===== src/rtl/rst_sequencer.sv =====
// rst_sequencer: reset release synchronizer, staged memory/core reset sequencing, run gating and watchdog.
module rst_sequencer #(
  parameter int unsigned SYNC_STAGES = 2,
  parameter int unsigned MEM_HOLD    = 16,
  parameter int unsigned CPU_HOLD    = 8,
  parameter logic [31:0] WDT_LIMIT   = 32'd100000000
) (
  input  logic        clk,
  input  logic        rst_n,
  input  logic        rdy_en,
  input  logic        halt_req,
  output logic        mem_rst,
  output logic        cpu_rst,
  output logic        cpu_rdy,
  output logic        running,
  output logic        timeout,
  output logic [31:0] cycle_cnt
);
  typedef enum logic [2:0] {S_RESET, S_MEM, S_CPU, S_RUN, S_HALT} state_t;
  state_t state, state_d;
  logic [SYNC_STAGES-1:0] sync;
  logic [31:0] hold, hold_d, cnt_d;
  logic tmo_d, srst_n;
  assign srst_n = sync[SYNC_STAGES-1];
  assign cpu_rdy = running & rdy_en;
  always_ff @(posedge clk or negedge rst_n)
    if (!rst_n) sync <= '0;
    else sync <= {sync[SYNC_STAGES-2:0], 1'b1};
  always_comb begin
    state_d = state;
    hold_d  = hold + 32'd1;
    cnt_d   = cycle_cnt;
    tmo_d   = timeout;
    case (state)
      S_RESET: begin
        hold_d = '0;
        if (srst_n) state_d = S_MEM;
      end
      S_MEM: if (hold == MEM_HOLD - 1) begin
        state_d = S_CPU;
        hold_d  = '0;
      end
      S_CPU: if (hold == CPU_HOLD - 1) begin
        state_d = S_RUN;
        hold_d  = '0;
      end
      S_RUN: begin
        hold_d = '0;
        if (rdy_en) cnt_d = cycle_cnt + 32'd1;
        // an explicit halt request outranks watchdog expiry on the same edge
        if (halt_req) state_d = S_HALT;
        else if (WDT_LIMIT != 0 && rdy_en && cnt_d == WDT_LIMIT) begin
          state_d = S_HALT;
          tmo_d   = 1'b1;
        end
      end
      default: hold_d = '0;
    endcase
  end
  always_ff @(posedge clk or negedge rst_n)
    if (!rst_n) begin
      state     <= S_RESET;
      hold      <= '0;
      cycle_cnt <= '0;
      timeout   <= 1'b0;
      mem_rst   <= 1'b1;
      cpu_rst   <= 1'b1;
      running   <= 1'b0;
    end else begin
      state     <= state_d;
      hold      <= hold_d;
      cycle_cnt <= cnt_d;
      timeout   <= tmo_d;
      mem_rst   <= state_d inside {S_RESET, S_MEM};
      cpu_rst   <= state_d inside {S_RESET, S_MEM, S_CPU};
      running   <= state_d == S_RUN;
    end
endmodule

===== config.mk =====
export PLATFORM = sky130hd
export DESIGN_NAME = rst_sequencer
export DESIGN_NICKNAME = d
export VERILOG_FILES = /design/src/rtl/rst_sequencer.sv
export SDC_FILE = /design/constraint.sdc
export NUM_CORES = 1
export LEC_CHECK = 0
export BUFFER_PORTS_ARGS = -buffer_cell sky130_fd_sc_hd__buf_2
export CORE_MARGIN = 2
export CORE_UTILIZATION = 40
export DETAILED_ROUTE_END_ITERATION = 10
export SLEW_MARGIN = 20
export SYNTH_ARGS = -nofsm -noshare
export SYNTH_HDL_FRONTEND = slang
export SYNTH_SLANG_ARGS = --single-unit

===== constraint.sdc =====
create_clock -name clk -period 7.27 [get_ports clk]
set_clock_uncertainty 0.1 [all_clocks]
set_input_delay 1.0905 -clock clk [delete_from_list [all_inputs] [get_ports clk]]
set_output_delay 1.0905 -clock clk [all_outputs]
set_load 0.005 [all_outputs]

==> results.json <==
{
  "irDropWorstVdd_uv": 81.91,
  "max_cap_violations": 0,
  "nFillCells": 965,
  "fin_crit_sh": 0.4367,
  "leakage_nw": 1.865,
  "vias_per_cell": 5.402,
  "synth_area_per_cell_sq_um": 9.552,
  "nets": 462,
  "top_layer": "met4",
  "synth_edf_count": 0,
  "combPwrFrac": 0.122,
  "postPlaceCellArea_sq_um": 4280,
  "drive_gt1_frac": 0.1540,
  "yosysTopAreaCell": "dfrtp_1",
  "yosysWarnings": 0,
  "worstPathMaxFanout": 10,
  "min-delay-start": "sync[0]$_DFF_PN0_",
  "io_pins": 41,
  "wl_met2_um": 4047,
  "met3_length_um": 531,
  "finalHoldViolations": 0,
  "drt-total-wl_um": 9267,
  "hpwl_um": 6481,
  "vias": 3209,
  "clk_latency_ns": 0.36,
  "cts-root-buf": "clkbuf_8",
  "grt_overflow": 0,
  "synth_cell_types": 55,
  "cp-end-kind": "flip-flop",
  "tns_ns": 0,
  "critPathRequiredTime_ns": 7.39,
  "grt_pass1_vias": 3061,
  "rr_startpoint": "cycle_cnt[14]$_DFFE_PN0P_",
  "multiInputGateArea_sq_um": 2047,
  "power_density_nw_per_um2": 198.1,
  "start_kind": "input port",
  "design_area_sq_um": 4476,
  "die_w_um": 104.3,
  "hold_depth": 0,
  "swShare": 0.2917,
  "drt-wirelength-per-cell_um": 15.60,
  "switchingPower_uw": 258.6,
  "clock_sinks": 73,
  "pwr-share-clk": 0.360,
  "crit_type": "input port to flip-flop",
  "port_buffers": 40,
  "synthTopCellsByArea": "dfrtp_1 44%, xnor2_1 8.5%, xor2_1 6.5%",
  "cp.arrival_ns": 3.29,
  "syn-instance-count": 421,
  "hold_end": "sync[1]$_DFF_PN0_",
  "crit_path_start": "rdy_en",
  "h-tree-depth": 3,
  "synth_fp_nets": 427,
  "drc_errors": 0,
  "slew_violations": 0,
  "path_clk_slew_ns": 0.08,
  "regArea_sq_um": 1829,
  "core_sq_um": 9774,
  "ys_ff_latch": 73,
  "hold_buffers": 0,
  "hp-class": "flip-flop to flip-flop",
  "ys.flop_type": "dfrtp_1",
  "diodes": 0,
  "seq_area_frac_synth": 0.4549,
  "antenna_left": 0,
  "antenna_found_initial": 0,
  "p_seq_frac": 0.518,
  "grt_pass1_wl_um": 15570,
  "place.gp.congestion": 0.8844,
  "cts_resized": 0,
  "synth.most_common_cell": "dfrtp_1",
  "max_freq_mhz": 315.0,
  "die_h_um": 104.3,
  "drt_iter0_markers": 124,
  "placement_rows": 36,
  "setup_viol_count_final": 0,
  "postCtsSetupBuffers": 0,
  "grt_usage": 0.1780,
  "worstRegToRegCells": 7,
  "p_int_uw": 628.1,
  "synth_common_cells": "71 x dfrtp_1, 58 x nor2_1, 39 x xnor2_1",
  "cts_made_buffers": 9,
  "drt-pass1-iter-count": 4,
  "synth_area_sq_um": 4021,
  "max-slew-margin-rel": 0.3366,
  "cts_tree": "yes",
  "grt_max_degree": 74,
  "async_flop_share": 1.000,
  "status": "completed",
  "r2r_setup_slack_ns": 4.09,
  "fin_crit_ns": 3.175,
  "ctsLongestPathBuffers": 2,
  "rsz0062_at_grt": "no",
  "start_util": 0.4114,
  "worstReg2RegEnd": "state[0]$_DFF_PN0_",
  "area_delta_synth_final_pct": 11.29,
  "synthDominantCellAreaShare": 0.4418,
  "dieArea_sq_um": 10870,
  "m1WireLength_um": 4550,
  "tightestPinTransition_ns": 0.9927
}
==> layer usage <==
metal  GRT usage  up-vias
met1      0.2572     1545
met5           0        -
met3     0.04762       12
li1            -     1559
met2      0.2558       93
met4     0.06274        0
==> cell usage in the layout (no fill, tap or decap), types with 2 or more instances in the layout <==
master      Yosys  final
clkinvlp_4      0      2
nor4_1         12     12
buf_2           1     40
nor4b_1         3      3
and4_1          6      6
a31o_2          2      2
dfstp_2         2      2
mux2i_1         4      4
xnor2_1        39     39
a31oi_1         4      4
o21ai_0         4      4
or3_1           3      3
dfrtp_1        71     71
nand2b_1        3      3
o31ai_1         3      3
and3_1          9      9
o21a_1          2      2
or2_2           2      2
nor2_1         58     58
nand4_1        24     24
ha_1            2      2
and2_1          5      5
xor2_1         30     30
inv_1           8      8
nand3_1        27     27
a21oi_1         6      6
nand2_1        37     37
nor3_1         12     12
clkbuf_8        0      9
nor3b_1         3      3
a211oi_1        2      2
nor4_2          2      2
==> power by group through the flow <==
stage / registers (mW) / logic [mW] / clock network [mW]
2_1_floorplan: 0.455 / 0.0744 / 0
6_report: 0.459 / 0.108 / 0.319
4_1_cts: 0.458 / 0.111 / 0.329
3_5_place_dp: 0.466 / 0.111 / 0
5_1_grt: 0.464 / 0.123 / 0.349
3_3_place_gp: 0.466 / 0.110 / 0
==> flip-flops by register name, indices dropped and copies added (netlist names) <==
signal,flops
cycle_cnt,32
sync,2
mem_rst,1
cpu_rst,1
timeout,1
running,1
hold,32
state,3
==> worst max path at each step <==
stage,endpoint
after floorplan,state[0]$_DFF_PN0_
after global placement,state[0]$_DFF_PN0_
after detailed placement,state[0]$_DFF_PN0_
after CTS,state[0]$_DFF_PN0_
after global routing,state[0]$_DFF_PN0_
final,state[0]$_DFF_PN0_
==> final cells by class <==
cell class              instances  area share
clock buffers                  10     0.02852
well taps                     133     0.03718
inverters                       8    0.006710
multi-input cells             323      0.4574
clock inverters                 6     0.01510
repair buffers                 41     0.04641
flip-flops and latches         73      0.4087
==> cells by family after synthesis <==
logic type               after synthesis  share of synthesized area
multiplexers                           5                    0.01276
flip-flops                            73                     0.4549
AO/OA/AOI/OAI                         33                    0.06130
XOR/XNOR                              69                     0.1503
adder cells (fa/ha/maj)                2                   0.006222
other                                  1                  0.0009325
AND/OR/NAND/NOR                      213                     0.2775
buffers and inverters                 25                    0.03609
==> per-stage QoR <==
stage	hold WS, ns	setup slack, ns	cells	util	power [mW]
CTS	0.2553	4.111	594	0.4579	0.8987
global route	0.2713	3.976	594	0.4579	0.9358
detailed placement	0.2441	3.739	578	0.4379	0.5770
floorplan	0.2312	4.212	421	-	0.5297
finish	0.2523	4.095	594	0.4579	0.8867
global placement	0.2398	3.798	578	0.4379	0.5760
==> worst max-delay path: stages <==
cell	delay, ns
buf_2	0.15
and4_1	0.40
nand4_4	0.22
or3_1	0.35
a211o_1	0.33
a2111oi_4	0.37
a41o_2	0.28
o211ai_1	0.08
Power figures use the tool's default switching activity.
